`src/rtl/led_blinker_array.sv`:
```
// Array of independent LED blinkers sharing one free-running tick prescaler.
// Optional macro LED_MIN_ON_EN: a dropped enable still completes the current ON phase.
module led_blinker_array #(
    parameter int NUM_CH    = 4,
    parameter int PRESCALE  = 1000,
    parameter int ON_TICKS  = 250,
    parameter int OFF_TICKS = 250
) (
    input  logic              pclk,
    input  logic              presetn,
    input  logic [NUM_CH-1:0] en,
    output logic [NUM_CH-1:0] led,
    output logic [NUM_CH-1:0] busy,
    output logic              tick
);

    localparam int MAX_TICKS = (ON_TICKS > OFF_TICKS) ? ON_TICKS : OFF_TICKS;
    localparam int PW        = (PRESCALE > 1) ? $clog2(PRESCALE) : 1;
    localparam int CW        = (MAX_TICKS > 1) ? $clog2(MAX_TICKS) : 1;

    localparam logic [PW-1:0] PRE_LAST = PW'(PRESCALE - 1);
    localparam logic [CW-1:0] ON_LAST  = CW'(ON_TICKS - 1);
    localparam logic [CW-1:0] OFF_LAST = CW'(OFF_TICKS - 1);

    typedef enum logic [1:0] {
        IDLE = 2'd0,
        ON   = 2'd1,
        OFF  = 2'd2
    } state_t;

    logic [PW-1:0] pre_cnt;
    logic [PW-1:0] pre_next;

    always_comb begin
        pre_next = pre_cnt + PW'(1);
        if (pre_cnt == PRE_LAST) begin
            pre_next = '0;
        end
    end

    // tick is registered from the next count so it is high exactly while pre_cnt == PRESCALE-1
    always_ff @(posedge pclk or negedge presetn) begin
        if (!presetn) begin
            pre_cnt <= '0;
            tick    <= 1'b0;
        end else begin
            pre_cnt <= pre_next;
            tick    <= (pre_next == PRE_LAST);
        end
    end

    for (genvar i = 0; i < NUM_CH; i++) begin : g_ch
        state_t        state;
        state_t        state_next;
        logic [CW-1:0] cnt;
        logic [CW-1:0] cnt_next;
        logic          led_r;
        logic          busy_r;

        always_comb begin
            state_next = state;
            cnt_next   = cnt;
            case (state)
                IDLE: begin
                    if (en[i]) begin
                        state_next = ON;
                        cnt_next   = '0;
                    end
                end
                ON: begin
`ifdef LED_MIN_ON_EN
                    // enable only matters at the end of the phase: low ends in IDLE, high keeps blinking
                    if (tick) begin
                        if (cnt == ON_LAST) begin
                            state_next = en[i] ? OFF : IDLE;
                            cnt_next   = '0;
                        end else begin
                            cnt_next = cnt + CW'(1);
                        end
                    end
`else
                    if (!en[i]) begin
                        state_next = IDLE;
                        cnt_next   = '0;
                    end else if (tick) begin
                        if (cnt == ON_LAST) begin
                            state_next = OFF;
                            cnt_next   = '0;
                        end else begin
                            cnt_next = cnt + CW'(1);
                        end
                    end
`endif
                end
                OFF: begin
                    if (!en[i]) begin
                        state_next = IDLE;
                        cnt_next   = '0;
                    end else if (tick) begin
                        if (cnt == OFF_LAST) begin
                            state_next = ON;
                            cnt_next   = '0;
                        end else begin
                            cnt_next = cnt + CW'(1);
                        end
                    end
                end
                default: begin
                    state_next = IDLE;
                    cnt_next   = '0;
                end
            endcase
        end

        always_ff @(posedge pclk or negedge presetn) begin
            if (!presetn) begin
                state  <= IDLE;
                cnt    <= '0;
                led_r  <= 1'b0;
                busy_r <= 1'b0;
            end else begin
                state  <= state_next;
                cnt    <= cnt_next;
                led_r  <= (state_next == ON);
                busy_r <= (state_next != IDLE);
            end
        end

        assign led[i]  = led_r;
        assign busy[i] = busy_r;
    end

endmodule

```
`config.mk`:
```
export PLATFORM = sky130hd
export DESIGN_NAME = led_blinker_array
export DESIGN_NICKNAME = d
export VERILOG_FILES = /design/src/rtl/led_blinker_array.sv
export SDC_FILE = /design/constraint.sdc
export NUM_CORES = 1
export LEC_CHECK = 0
export ABC_AREA = 1
export CORE_UTILIZATION = 55
export CTS_BUF_LIST = sky130_fd_sc_hd__clkbuf_16
export CTS_CLUSTER_DIAMETER = 60
export DETAILED_ROUTE_END_ITERATION = 10
export PLACE_DENSITY = 0.76
export SLEW_MARGIN = 20
export SYNTH_ARGS = -nofsm -noshare
export SYNTH_HDL_FRONTEND = slang
export SYNTH_SLANG_ARGS = --single-unit
```
`constraint.sdc`:
```
create_clock -name pclk -period 1.5 [get_ports pclk]
set_clock_uncertainty 0.15 [all_clocks]
set_input_delay 0.225 -clock pclk [delete_from_list [all_inputs] [get_ports pclk]]
set_output_delay 0.225 -clock pclk [all_outputs]
set_load 0.005 [all_outputs]
```
==> results.txt, run 1 <==
Die ar.: 0.00657 mm^2
Initial Utilization: 57.4%
Status: complete, but fails checks
Total GRT Usage: 31.1%
Gpl congestion: 0.832
Dominant synthesized flop cell: dfrtp_1
CP Launch Point: g_ch[0].cnt[1]
Detailed Route Iter0 Violations: 358
H-tree Lvls: 3
Crit. End Element: flip-flop
M3 GR Usage: 6.18%
Post-Place Cell Area: 0.00412 mm^2
Crit Path Max Fanout: 3
Crit path arrival time: 1.86 ns
Setup WS post-layout: -0.229 ns
CTS sink count: 59
Global-route wire length before repair: 15300 um
Largest net degree at the start of global routing: 26
Crit path kind: reg2reg
GR Overflow Total: 0
Max-slew violation count: 0
Rel. slew slack: 74.7%
CTS clk-pin slew, worst paths: 0.06 ns
Crit start category: flip-flop
Leak: 2.61 nW
Clock tree buffer depth: 2
CP peak stage delay: 0.38 ns
Max VDD drop: 1160 uV
Worst Hold Class: in2async
Area Growth Syn to Fin: 55.3%
RSZ-0062 raised after global routing: yes
Vias/cell: 5.68
Cell variety after synth: 31
Syn Std Cell Area: 0.00344 mm^2
Clock root buffer: clkbuf_16
CP max stage cell: dfrtp_1
Fillers: 246
GRT Max-Usage Layer: met2
Most frequent cells in the layout: buf_4, nand2_1, dfrtp_1, inv_1, nand2_2
CTS tree: built
Buf+Inv Stages, Crit Path: 2
Die Y: 81.1 um
Initial antenna violation count: 0
Synth Instances: 448
Final #Nets: 587
Failing checks: setup timing
Core area: 0.00599 mm^2
Vias: 3605
Number of synthesized flops with an enable pin: 0
Share of layout cells above drive strength 1: 50.0%
Antenna viol nets, final: 0
Power Dens Cells: 1440 mW/mm^2
Fmax achieved: 578 MHz
Dpl cells: 587
Reg-to-reg startpoint: g_ch[0].cnt[1]
CP required: 1.63 ns
Commonest non-fill, non-tap cell in the layout: buf_4
Overall Power: 0.00770 W
Yosys reg bits: 59
Drt wl/cell: 18.5 um
Final WL: 11700 um
Post-Layout Cell Count: 635
Setup WS pre-CTS: -0.360 ns
Post-synthesis sequential area ratio: 42.9%
# diodes: 0
DP HPWL: 5070 um
Crit path time final: 1.73 ns
Slew @ Worst Pin: 0.380 ns
Design area: 0.00534 mm^2
Ys Warns: 0
IO buf count: 14
CTS buffer count: 9
Fin crit share: 115%
Critical Path, Cell by Cell: buf_4 -> buf_4 -> ha_1 -> nand2_1 -> nor2_2 -> nand2_1 -> nor2_1 -> o21a_1
M2 GR Usage: 54.5%
Final setup fails: 54
Vias in the first global route: 3390
Detailed Routing Iterations Pass 1: 4
Syn nets: 480
I/O pin cnt: 15
Hold Fails Final Rpt: 0
CP delay by family, top: simple AND/OR/NAND/NOR gates
MaxCap Viol Count: 0
DRC violations left: 0
Worst-skew pair later-pin latency: 0.33 ns
Average size of a mapped cell: 7.68 um^2
Async SR Flop Fraction: 100%
GR Util met1: 36.0%
Die X: 81.1 um
Std cell rows: 28
layout make-up:
type	count	area [um^2]	share of cell area [%]
Sequential cell	59	1480	27.7
Inverter	86	338	6.32
Tap cell	75	93.8	1.76
Timing Repair Buffer	104	857	16.0
Multi-Input combinational cell	295	2280	42.7
Clock buffer	9	225	4.22
Clock inverter	7	67.6	1.26
metrics by stage:
stage               TNS, ns  hold WS (ns)  util [%]
finish                -6.70         0.186      89.2
global route         -10.04         0.232      89.2
CTS                   -1.44         0.202      82.0
detailed placement    -7.92       0.00245      68.7
global placement      -6.15      -0.00352      68.7
floorplan            -0.567        -0.221         -
state kept, by name, summed over array words and instances, names as in the netlist:
register,flops
tick,1
pre_cnt,10
g_ch.busy_r,4
g_ch.led_r,4
g_ch.state,8
g_ch.cnt,32
metal layers:
layer	wire length, um	part of all wire [%]	vias up
met5	0	0	-
met4	600	5.1	0
met1	4530	39	1759
met3	671	5.7	65
met2	5920	51	189
li1	-	-	1592
synthesized netlist by cell type (4+ instances only):
library cell	count	share of area, %
nand2_1	121	13
inv_1	82	8.9
dfrtp_1	59	43
nor2_1	47	5.1
nand3_1	28	4.1
ha_1	26	9.5
a21oi_1	20	2.9
o21ai_0	11	1.6
buf_4	8	1.7
nor3_1	5	0.73
xor2_1	5	1.3
inv_2	4	0.44
nor2_2	4	0.73
logic make-up after synthesis:
family	share of synthesized area, %
XOR/XNOR	1.78
buffers and inverters	11.1
AND/OR/NAND/NOR	26.3
adder cells (fa/ha/maj)	9.46
multiplexers	0.582
flip-flops	42.9
AO/OA/AOI/OAI	7.86
where the power goes:
group          total [W]  internal, W  switching, W
Clock            0.00206      0.00128      0.000783
Combinational    0.00359      0.00170       0.00189
Sequential       0.00204      0.00186      0.000182
worst register-to-register path, stage by stage (launching register included):
cell and delay, ns:
dfrtp_1 0.38, buf_4 0.12, buf_4 0.10, ha_1 0.18, nand2_1 0.12, nor2_2 0.24, nand2_1 0.14, nor2_1 0.14
o21a_1 0.12
timing repair:
action,in CTS,in global routing
buffers inserted,17,15
pin swaps,41,64
hold endpoints to repair,59,0
resized for setup,106,103
endpoints found under the setup margin,56,55
hold buffers,1,0
worst paths after layout:
| kind | to | slack, ns | cells past startpoint |
|---|---|---|---|
| min in group pclk | g_ch[0].cnt[4] | 0.36 | 2 |
| max in group asynchronous | g_ch[1].cnt[0] | 0.54 | 3 |
| worst min-delay path | g_ch[0].cnt[4] | 0.19 | 2 |
| worst max-delay path | g_ch[0].cnt[6] | -0.23 | 8 |
| worst max register to register | g_ch[0].cnt[6] | -0.23 | 8 |
| worst min register to register | g_ch[0].cnt[4] | 0.36 | 2 |
Note: power is estimated with default switching activity, not from simulation.
==> run 2, diff against run 1 <==
--- a/config.mk
+++ b/config.mk
@@ -10,6 +10,7 @@
 export CTS_BUF_LIST = sky130_fd_sc_hd__clkbuf_16
 export CTS_CLUSTER_DIAMETER = 60
 export DETAILED_ROUTE_END_ITERATION = 10
+export GPL_ROUTABILITY_DRIVEN = 0
 export PLACE_DENSITY = 0.76
 export SLEW_MARGIN = 20
 export SYNTH_ARGS = -nofsm -noshare
==> results of run 2 <==
The final DEF is identical to that of run 1; final timing and power are the same.
==> run 3, diff against run 2 <==
--- a/config.mk
+++ b/config.mk
@@ -5,7 +5,7 @@
 export SDC_FILE = /design/constraint.sdc
 export NUM_CORES = 1
 export LEC_CHECK = 0
-export ABC_AREA = 1
+export ABC_AREA = 0
 export CORE_UTILIZATION = 55
 export CTS_BUF_LIST = sky130_fd_sc_hd__clkbuf_16
 export CTS_CLUSTER_DIAMETER = 60
==> results.txt, run 3 <==
Status: complete, but fails checks
Failing checks: setup timing
Most frequent cells in the layout: buf_4, dfrtp_1, nor2_1, nand2_1, xnor2_1
Largest registers: g_ch.cnt: 32 flops, pre_cnt: 10 flops, g_ch.state: 8 flops
Dpl cells: 537 (-8.5%)
CP Launch Point: g_ch[2].state[0]
MaxCap Viol Count: 0 (unchanged)
CTS clk-pin slew, worst paths: 0.06 ns (about the same)
Drt wl/cell: 20.9 um (+13%)
CP max stage cell: dfrtp_1
Setup_tns: -11.24 ns (-4.54 ns)
Clock root buffer: clkbuf_16
Worst-skew pair later-pin latency: 0.34 ns (about the same)
Reg-to-reg startpoint: g_ch[2].state[0]
DRC violations left: 0 (unchanged)
Combinational power share: 43.5% (-3.2 points)
Post-synthesis sequential area ratio: 42.1% (-0.78 points)
Dominant synthesized flop cell: dfrtp_1
Slew @ Worst Pin: 0.484 ns (+0.104 ns)
Crit path arrival time: 1.96 ns (+0.10 ns)
RSZ-0062 raised after global routing: yes
CP required: 1.59 ns (-0.04 ns)
Cell variety after synth: 59 (+90%)
Async SR Flop Fraction: 100% (unchanged)
Max-slew violation count: 0 (unchanged)
CTS buffer count: 9 (unchanged)
Initial Utilization: 58.1% (+0.73 points)
Clock tree buffer depth: 2 (unchanged)
Number of synthesized flops with an enable pin: 0 (unchanged)
Post-Layout Cell Count: 573 (-9.8%)
Hold Fails Final Rpt: 0 (unchanged)
Syn nets: 401 (-16%)
Ys Warns: 0 (unchanged)
Detailed Routing Iterations Pass 1: 4 (unchanged)
Synth Instances: 369 (-18%)
Power Dens Cells: 1340 mW/mm^2 (-6.9%)
Largest register FFs: 32 (unchanged)
Yosys top cell area share: 42.1% (-0.78 points)
GR Overflow Total: 0 (unchanged)
Overall Power: 0.00735 W (-4.5%)
Syn Std Cell Area: 0.00350 mm^2 (+1.9%)
Reg power frac: 26.0% (-0.5 points)
Antenna viol nets, final: 0 (unchanged)
Die ar.: 0.00669 mm^2 (+1.8%)
Commonest non-fill, non-tap cell in the layout: buf_4
I/O pin cnt: 15 (unchanged)
Post-Place Cell Area: 0.00447 mm^2 (+8.5%)
Int Power: 0.00482 W (-0.43%)
Critical Path, Cell by Cell: inv_2 -> ha_4 -> nand3b_1 -> buf_4 -> nand3_4 -> or3_1 -> a21oi_1
Yosys reg bits: 59 (unchanged)
Share of layout cells above drive strength 1: 48.8% (-1.2 points)
Largest net degree at the start of global routing: 60 (+130%)
Die X: 81.8 um (+0.90%)
Crit path kind: reg2reg
R2R Setup Slk: -0.37 ns (-0.14 ns)
Sw Share: 34.4% (-2.7 points)
Leak: 2.39 nW (-8.5%)
Most common cell in the netlist: dfrtp_1
Max VDD drop: 1590 uV (+37%)
Average size of a mapped cell: 9.49 um^2 (+24%)
Worst Hold Class: in2async
CTS sink count: 59 (unchanged)
Total GRT Usage: 32.3% (+1.2 points)
Fin crit share: 125% (+9.4 points)
Final WL: 12000 um (+2.0%)
Final core utilization: 90.8% (+1.7 points)
IO buf count: 14 (unchanged)
Crit. End Element: flip-flop
Final #Nets: 525 (-11%)
Vias in the first global route: 3538 (+4.4%)
Clock share of power: 30.5% (+3.7 points)
Vias: 3519 (-2.4%)
CTS tree: built
Rel. slew slack: 67.7% (-7.0 points)
Post-synth top cells: dfrtp_1, nor2_1, o21ai_0, nand2_1, ha_1
Worst reg-to-reg path cell count: 7 (-1)
Cell taking the most area after synthesis: dfrtp_1
Area Growth Syn to Fin: 56.3%
Detailed Route Iter0 Violations: 233 (-35%)
Crit start category: flip-flop
Crit path time final: 1.87 ns (+0.141 ns)
DP HPWL: 6000 um (+18%)
Fmax achieved: 535 MHz (-7.5%)
Sw power: 0.00253 W (-12%)
Core area: 0.00603 mm^2 (+0.58%)
Vias/cell: 6.14 (+8.2%)
H-tree Lvls: 3 (unchanged)
Register name with the most flops: g_ch.cnt
Initial antenna violation count: 0 (unchanged)
Std cell rows: 28 (unchanged)
# diodes: 0 (unchanged)
Crit Path Max Fanout: 3 (unchanged)
Die Y: 81.8 um (+0.90%)
Setup WS post-layout: -0.370 ns (-0.141 ns)
CP peak stage delay: 0.39 ns (about the same)
Global-route wire length before repair: 15900 um (+4.3%)
Final setup fails: 49 (-9.3%)
Design area: 0.00547 mm^2 (+2.5%)
Area contributors post-synth: dfrtp_1, ha_1, nor2_1
run 3: layout make-up:
| type | count | area [um^2] |
|---|---|---|
| inverters | 17 | 63.8 |
| clock buffers | 9 | 225 |
| clock inverters | 7 | 92.6 |
| well taps | 75 | 93.8 |
| multi-input cells | 281 | 2500 |
| repair buffers | 125 | 1020 |
| flip-flops and latches | 59 | 1480 |
| fillers | 238 | 552 |
run 3: stage by stage:
step / setup WS, ns / hold WS, ns
3_5_place_dp: -0.395 / 0.108
5_1_grt: -0.427 / 0.343
3_3_place_gp: -0.362 / 0.105
4_1_cts: -0.342 / 0.306
6_report: -0.370 / 0.263
2_1_floorplan: -0.304 / -0.221
run 3: cell families (layout without fill, tap and decap cells):
group,after synthesis,count (layout),share of synthesized area (%)
flip-flops,59,59,42.1
adder cells (fa/ha/maj),26,26,9.29
XOR/XNOR,23,23,5.75
AND/OR/NAND/NOR,162,162,25.7
AO/OA/AOI/OAI,67,67,12.2
buffers and inverters,29,158,4.07
multiplexers,3,3,0.893
run 3: routing by layer:
| layer | track usage [%] | wire length [um] | up-vias | share of wire [%] |
|---|---|---|---|---|
| met2 | 56.4 | 6120 | 152 | 51 |
| met3 | 7.22 | 563 | 72 | 4.7 |
| met4 | 21.4 | 699 | 0 | 5.8 |
| li1 | - | - | 1567 | - |
| met1 | 34.7 | 4590 | 1728 | 38 |
| met5 | 0 | 0 | - | 0 |
run 3: timing repair:
item / CTS / global route
endpoints found under the setup margin: 56 / 50
hold buffers: 1 / 0
gates cloned: 0 / 0
hold endpoints to repair: 59 / 0
resized for setup: 89 / 65
setup buffers: 11 / 9
pin swaps: 38 / 40
run 3: final timing paths:
kind | end
setup / recovery | g_ch[2].cnt[7]
hold / removal | g_ch[2].led_r
setup reg to reg | g_ch[2].cnt[7]
hold reg to reg | pre_cnt[9]
max in group asynchronous | pre_cnt[2]
min in group pclk | pre_cnt[9]
run 3: power groups by stage:
stage               sequential [W]  combinational, W  clock, W
finish                     0.00191           0.00319   0.00224
global route               0.00193           0.00337   0.00231
CTS                        0.00190           0.00259   0.00220
detailed placement         0.00191           0.00221         0
global placement           0.00189           0.00212         0
floorplan                  0.00193           0.00129         0
run 3: critical path: cells and delay by family (launching register included):
family	cells	cell delay [ns]
compound gates	1	0.20
fa+ha+maj	1	0.20
buf+inv	2	0.25
flops	1	0.39
simple gates	3	0.59
